File: src/rtl/tim_pkg.sv
// Shared types and constants for the general-purpose timer/counter block.
// Capture support is compiled in only when TIM_CAPTURE_EN is defined.
package tim_pkg;

  localparam int         TIM_W      = 16;
  localparam logic [2:0] PRE_BYPASS = 3'b000;

  typedef logic [TIM_W-1:0] tim_cnt_t;

  typedef enum logic {
    MODE_PERIODIC = 1'b0,
    MODE_ONESHOT  = 1'b1
  } tim_mode_e;

  typedef enum logic {
    ST_IDLE = 1'b0,
    ST_RUN  = 1'b1
  } tim_state_e;

  // Control command decoded from the start/stop pulses; stop dominates start.
  typedef enum logic [1:0] {
    CMD_NONE  = 2'd0,
    CMD_START = 2'd1,
    CMD_STOP  = 2'd2,
    CMD_CLEAR = 2'd3
  } tim_cmd_e;

  function automatic tim_cmd_e decode_cmd(input logic start_p, input logic stop_p);
    if (stop_p && start_p) return CMD_CLEAR;
    if (stop_p)            return CMD_STOP;
    if (start_p)           return CMD_START;
    return CMD_NONE;
  endfunction

  // Sticky status bit: a set on the same edge as a clear wins.
  function automatic logic sticky_next(input logic set, input logic clr, input logic cur);
    return set | (cur & ~clr);
  endfunction

endpackage

File: src/rtl/tim_edge_detect.sv
// One-flop delay of a synchronous input with a combinational rising-edge output.
// Used for the prescaled tick and for the capture trigger.
module tim_edge_detect (
  input  logic HCLK,
  input  logic n_RST,
  input  logic d,
  output logic rise
);

  logic d_q;

  // NOTE: sequential state is always written with <= so every flop samples pre-edge values.
  always_ff @(posedge HCLK or negedge n_RST) begin
    if (!n_RST) d_q <= 1'b0;
    else        d_q <= d;
  end

  assign rise = d & ~d_q;

endmodule

File: src/rtl/tim_counter.sv
// Timer/counter with compare match, one-shot/periodic modes and sticky status flags.
// Optional input capture on cap_in is enabled by defining TIM_CAPTURE_EN.
module tim_counter
  import tim_pkg::*;
(
  input  logic             HCLK,
  input  logic             n_RST,
  input  logic             tim_clk,
  input  logic [2:0]       PRE,
  input  logic             start,
  input  logic             stop,
  input  logic             mode,
  input  logic [TIM_W-1:0] cmp,
  input  logic             irq_clr,
  input  logic             cap_in,
  output logic [TIM_W-1:0] count,
  output logic             running,
  output logic             match_flag,
  output logic             cap_flag,
  output logic [TIM_W-1:0] cap_val,
  output logic             irq
);

  tim_state_e state_q, state_d;
  tim_cmd_e   cmd;
  tim_cnt_t   count_d;
  logic       tim_rise;
  logic       tick;
  logic       count_en;
  logic       hit;
  logic       match_set;

  // ---------------------------------------------------------------------------
  // Tick generation: every cycle when undivided, else one per tim_clk rise
  // ---------------------------------------------------------------------------
  tim_edge_detect u_tick_edge (
    .HCLK  (HCLK),
    .n_RST (n_RST),
    .d     (tim_clk),
    .rise  (tim_rise)
  );

  assign tick = (PRE == PRE_BYPASS) ? 1'b1 : tim_rise;
  assign cmd  = decode_cmd(start, stop);
  assign hit  = count_en && (count == cmp);

  // ---------------------------------------------------------------------------
  // Run-control FSM
  // ---------------------------------------------------------------------------
  always_ff @(posedge HCLK or negedge n_RST) begin
    if (!n_RST) state_q <= ST_IDLE;
    else        state_q <= state_d;
  end

  always_comb begin
    // NOTE: every comb output gets a default first so no path can infer a latch.
    state_d = state_q;
    case (cmd)
      CMD_STOP,
      CMD_CLEAR: state_d = ST_IDLE;
      CMD_START: state_d = ST_RUN;
      default: begin
        if (hit && (tim_mode_e'(mode) == MODE_ONESHOT)) state_d = ST_IDLE;
      end
    endcase
  end

  always_comb begin
    running  = (state_q == ST_RUN);
    count_en = running && tick;
  end

  // ---------------------------------------------------------------------------
  // Counter datapath; a restart never reports a match on its own edge
  // ---------------------------------------------------------------------------
  always_comb begin
    count_d   = count;
    match_set = 1'b0;
    case (cmd)
      CMD_START,
      CMD_CLEAR: count_d = '0;
      CMD_STOP:  count_d = count;
      default: begin
        if (hit) begin
          count_d   = '0;
          match_set = 1'b1;
        end else if (count_en) begin
          count_d = count + tim_cnt_t'(1);
        end
      end
    endcase
  end

  always_ff @(posedge HCLK or negedge n_RST) begin
    if (!n_RST) begin
      count      <= '0;
      match_flag <= 1'b0;
      irq        <= 1'b0;
    end else begin
      count      <= count_d;
      match_flag <= sticky_next(match_set, irq_clr, match_flag);
      irq        <= match_flag | cap_flag;
    end
  end

  // ---------------------------------------------------------------------------
  // Input capture
  // ---------------------------------------------------------------------------
`ifdef TIM_CAPTURE_EN
  logic cap_s1;
  logic cap_s2;
  logic cap_rise;

  // Two-flop synchronizer for the asynchronous capture pin.
  always_ff @(posedge HCLK or negedge n_RST) begin
    if (!n_RST) begin
      cap_s1 <= 1'b0;
      cap_s2 <= 1'b0;
    end else begin
      cap_s1 <= cap_in;
      cap_s2 <= cap_s1;
    end
  end

  tim_edge_detect u_cap_edge (
    .HCLK  (HCLK),
    .n_RST (n_RST),
    .d     (cap_s2),
    .rise  (cap_rise)
  );

  // Capture is independent of running; it latches the pre-edge count.
  always_ff @(posedge HCLK or negedge n_RST) begin
    if (!n_RST) begin
      cap_val  <= '0;
      cap_flag <= 1'b0;
    end else begin
      if (cap_rise) cap_val <= count;
      cap_flag <= sticky_next(cap_rise, irq_clr, cap_flag);
    end
  end
`else
  logic unused_cap_in;

  assign unused_cap_in = cap_in;
  assign cap_val       = '0;
  assign cap_flag      = 1'b0;
`endif

endmodule

File: config.mk
export PLATFORM = sky130hd
export DESIGN_NAME = tim_counter
export DESIGN_NICKNAME = d
export VERILOG_FILES = /design/src/rtl/tim_pkg.sv /design/src/rtl/tim_edge_detect.sv /design/src/rtl/tim_counter.sv
export SDC_FILE = /design/constraint.sdc
export NUM_CORES = 1
export LEC_CHECK = 0
export BUFFER_PORTS_ARGS = -buffer_cell sky130_fd_sc_hd__buf_4
export CORE_MARGIN = 2
export CORE_UTILIZATION = 50
export CTS_BUF_LIST = sky130_fd_sc_hd__clkbuf_8 sky130_fd_sc_hd__clkbuf_16
export DETAILED_ROUTE_END_ITERATION = 10
export PLACE_DENSITY = 0.84
export SYNTH_ARGS = -nofsm -noshare
export SYNTH_HDL_FRONTEND = slang
export SYNTH_HIERARCHICAL = 1
export SYNTH_SLANG_ARGS = --single-unit
File: constraint.sdc
create_clock -name HCLK -period 2.75 [get_ports HCLK]
set_clock_uncertainty 0.05 [all_clocks]
set_input_delay 0.1375 -clock HCLK [delete_from_list [all_inputs] [get_ports HCLK]]
set_output_delay 0.1375 -clock HCLK [all_outputs]
set_load 0.01 [all_outputs]
Word level (Yosys, flattened, before mapping)
Cells that the tools add are included.

Flip-flop bits (word level): 20. Word-level logic and storage cells: 47.

Muxes and demuxes: 20. Add/subtract/negate cells: 1. Reduce and logical (&&, ||, !) cells: 11. Bitwise operators: 6. Eq/ne operators: 4.

Operators by type and width (count): 16-bit two-way mux (2); 16-bit one-hot mux with 2 select lines (1); 16-bit by 1-bit adder with 16-bit output, second input constant (1); 16-bit == test (1); 2-bit two-way mux (6); 1-bit two-way mux (10); 3-bit nonzero test (2); 2-bit == test, second input constant (2); 1-bit logical AND (4); 2-bit OR reduction (2); 3-bit zero test (1); 1-bit NOT (3); 3-bit OR reduction (1); 1-bit bitwise AND (2); 2-bit by 1-bit == test with 1-bit output, second input constant (1); 1-bit one-hot mux with 2 select lines (1); 2-bit AND reduction (1); 1-bit OR (1).

Logic depth before layout (Yosys ltp)
Depth after elaboration: 12. Depth in mapped cells: 7. Gate-level depth less buffers: 6.

Hierarchy
Netlist, hierarchy kept.

By module, submodules not included: tim_counter (area an instance 1305.0 µm², sequential area each 475.5 µm², cells each 141, instances 1); tim_edge_detect (area an instance 38.8 µm², sequential area each 25.0 µm², cells each 2, instances 1).

Least setup slack after synthesis
No wires, ideal clock.

Path kind: flip-flop to flip-flop. Start point: register count[3]. End point: register count[10]. Path slack: 0.946 ns. Clock period less this slack: 1.804 ns. Data required time: 2.579 ns. Cell stages (with the launch flop): 8. Data arrival time: 1.633 ns. Cells stage by stage: dfrtp_1 xor2_1 nor4_1 nand4_1 buf_2 o21ai_0 buf_2 nor2_1.

Longest elaborated chain between the ends: 4. Elaborated cells on any way between the ends: 8.

RTL lines: start: declaration (line tim_counter.sv:16) `output logic [TIM_W-1:0] count,`; start signal: assignment (line tim_counter.sv:100) `count <= count_d;`; 16-bit by 1-bit adder with 16-bit output / 16-bit == test (equally long branches) (line tim_counter.sv:88, tim_counter.sv:45); 16-bit two-way mux / 1-bit logical AND (equally long branches) (line tim_counter.sv:87, tim_counter.sv:45); 16-bit two-way mux / 3-bit nonzero test (equally long branches); 16-bit one-hot mux with 2 select lines / 2-bit AND reduction (equally long branches).

Several ways; a longest one is shown, not always the timed one. The select of a mux whose other input is x is not followed. A chain may end at the register's enable or synchronous reset.

Worst setup path in the final report
Start point: register count[14]. End point: register count[10].

Longest elaborated chain between the ends: 4. Elaborated cells on any way between the ends: 6.

RTL lines: 16-bit == test * (line tim_counter.sv:45) `assign hit = count_en && (count == cmp);`; 1-bit logical AND * (line tim_counter.sv:45); 16-bit two-way mux / 3-bit nonzero test (equally long branches); 16-bit one-hot mux with 2 select lines / 2-bit AND reduction (equally long branches).

Mark *: on every way between the ends. The rest lies on a longest branch, timed or not.

==> results.py <==
metrics = {
    "run_status": {
        "status": "completed",
    },
    "detailed_routing": {
        "route.met3.wl_microns": 207,
        "drt_pre_antenna_iters": 4,
        "vias": 1179,
        "detail-route-antenna-nets": 0,
        "first_iter_violations": 41,
        "wl_mm": 3.13,
        "viasPerCell": 5.36,
        "highest_layer": "met4",
        "drc": 0,
        "wl_per_cell_microns": 14.2,
        "wl_met2_mm": 1.54,
        "drt-met1-wl_mm": 1.36,
    },
    "sta": {
        "slew_headroom": 0.545,
        "max_slew.worst_pin.slew_ns": 0.682,
        "whs_ns": 0.00546,
        "timing.final.crit_period_ns": 2.15,
        "max_freq_mhz": 464,
        "period_share": 0.783,
        "slew_viol_final": 0,
        "tns_ns": 0,
        "rsz0062_at_grt": "false",
        "hold_viol": 0,
        "finalSetupViolations": 0,
    },
    "worst_setup_path": {
        "cp-end-kind": "register",
        "crit_required_ns": 2.85,
        "reg2reg_depth": 6,
        "cp_slowest_stage_delay_ns": 0.43,
        "crit_slowest_cell": "dfrtp_1",
        "cp_cell_sequence": "xor2_1 > nor4_1 > nand4_1 > o21ai_0 > buf_4 > nor2_1",
        "worstPathArrival_ns": 2.25,
        "cp-start-kind": "register",
        "cp_max_fo": 11,
        "worstSetupPathType": "register to register",
    },
    "die": {
        "core.rowCount": 18,
        "die_x_microns": 55.8,
        "dieArea_sq_um": 3120,
        "initial_core_util": 0.533,
        "ios": 63,
        "core_sq_um": 2520,
        "fp.dieH_microns": 55.8,
    },
    "cells_and_area": {
        "diodes": 0,
        "syn_to_final_growth_pct": 27.8,
        "final_cell_count_no_fill": 220,
        "n_fill_cell": 213,
        "fin_nets": 219,
        "multi_input_area_sq_um": 746,
        "drive_gt1_frac": 0.295,
        "seq_area_sq_um": 500,
    },
    "placement": {
        "place_hpwl_mm": 2.33,
        "placedCellCount": 213,
        "portBuffers": 44,
        "gp_congestion": 0.839,
    },
    "cts": {
        "cts-hold-fix-buffers": 3,
        "root_buffer": "clkbuf_8",
        "post_cts_resized": 0,
        "htreeDepth": 1,
        "path_clk_slew_ns": 0.08,
        "cts_tree": "yes",
        "cts_num_sinks": 20,
        "numCtsBuffers": 3,
        "cts_setup_buffers": 0,
        "insertion_delay_ns": 0.26,
        "clockBufferDepth": 2,
    },
    "flow_run": {
        "maxCapViolCount": 0,
    },
    "logic_synthesis": {
        "yosys_warnings": 6,
        "avgSynthCellArea_sq_um": 9.40,
        "synth.distinct_cells": 34,
        "synth_area_sq_um": 1340,
        "syn_inst": 143,
        "synth_seq_area_share": 0.372,
        "ys_ff_latch": 20,
    },
    "hold_path": {
        "min_path_type": "input port to register",
        "hold_depth": 2,
    },
    "power_and_ir_drop": {
        "p_per_area_nw_per_um2": 355,
        "irDropWorstVdd_uv": 248,
        "leakage_nw": 0.878,
    },
    "grt": {
        "grt_start_max_net_pins": 21,
        "grt_pass1_vias": 1076,
        "grt_pass1_wl_mm": 4.98,
        "grt_antenna_before_repair": 0,
        "overflow": 0,
        "grtUsageTotal": 0.200,
    },
}
## Yosys cell counts
cell type	n	area share
a21o_4	1	0.011
a21oi_1	6	0.022
a221oi_2	1	0.011
a31oi_1	3	0.014
and2_1	2	0.0093
and2_2	1	0.0056
and2_4	1	0.0065
and3_1	4	0.019
and4_1	1	0.0065
and4_4	1	0.0084
buf_2	3	0.011
buf_4	17	0.095
clkbuf_1	1	0.0028
conb_1	1	0.0028
dfrtp_1	20	0.37
ha_1	1	0.0093
inv_1	3	0.0084
nand2_1	7	0.020
nand2b_1	1	0.0047
nand3_1	4	0.015
nand3b_1	1	0.0056
nand4_1	3	0.014
nand4b_1	1	0.0065
nor2_1	13	0.036
nor2b_4	1	0.010
nor3_1	1	0.0037
nor4_1	4	0.019
o2111ai_1	2	0.013
o211ai_1	3	0.017
o21ai_0	4	0.015
o32ai_1	1	0.0065
or3_4	1	0.0084
or4b_1	2	0.015
xor2_1	27	0.18
## critical path: cells and delay by family, from the launching register on
family,cells,cell delay [ns]
and+or+nand+nor,3,0.87
DFF,1,0.43
AOI/OAI and AO/OA,1,0.29
xor gates and xnor gates,1,0.19
buffers and inverters,1,0.21
## where the power goes
group	internal [mW]	switching (mW)	leakage (nW)
clock network	0.127	0.100	0.0288
registers	0.296	0.00271	0.276
logic	0.0389	0.0441	0.574
## cell usage in the layout, fill, tap and decap left out, types with 4 or more instances in the layout
| cell type | instances |
|---|---|
| buf_4 | 45 |
| o21ai_0 | 4 |
| conb_1 | 17 |
| nand2_1 | 7 |
| nor4_1 | 4 |
| nor2_1 | 13 |
| and3_1 | 4 |
| xor2_1 | 27 |
| dfrtp_1 | 20 |
| clkbuf_8 | 4 |
| a21oi_1 | 6 |
| nand3_1 | 4 |
## per-stage QoR
stage	instance area (sq um)	setup WS, ns	power, mW	util
finish	1720	0.597	0.610	0.681
floorplan	1400	0.946	0.356	-
global placement	1630	0.688	0.382	0.647
CTS	1720	0.647	0.610	0.681
detailed placement	1630	0.668	0.384	0.647
global route	1720	0.436	0.632	0.681
## per-layer routing
| metal | up-vias | track usage |
|---|---|---|
| li1 | 553 | - |
| met1 | 557 | 0.266 |
| met2 | 62 | 0.347 |
| met3 | 7 | 0.0302 |
| met4 | 0 | 0.0408 |
| met5 | - | 0 |
## registers in the layout, indices dropped and copies added (netlist names)
register         count
match_flag           1
u_tick_edge/d_q      1
running              1
irq                  1
count               16
## cell type report
cell class | count | share of cell area
inverters | 3 | 0.00655
well taps | 30 | 0.0218
repair buffers | 48 | 0.214
clock buffers | 4 | 0.0320
flip-flops and latches | 20 | 0.291
multi-input cells | 115 | 0.434
## logic make-up (layout without fill, tap and decap cells)
| logic type | Yosys count | after routing | synth area share |
|---|---|---|---|
| and+or+nand+nor | 49 | 49 | 0.212 |
| xor gates and xnor gates | 27 | 27 | 0.176 |
| buffers and inverters | 24 | 55 | 0.117 |
| AOI/OAI and AO/OA | 21 | 21 | 0.110 |
| DFF | 20 | 20 | 0.372 |
| adders and majority gates | 1 | 1 | 0.00931 |
| other | 1 | 17 | 0.00279 |
## worst paths after layout
kind / to / startpoint / slack, ns
worst max-delay path: count[10] / count[14] / 0.60
worst min-delay path: match_flag / irq_clr / 0.005
worst max register to register: count[10] / count[14] / 0.60
worst min register to register: irq / match_flag / 0.39
max in group asynchronous: count[1] / n_RST / 2.20
min in group asynchronous: u_tick_edge/d_q / n_RST / 0.24
No activity file was read; power rests on OpenSTA's default activity.
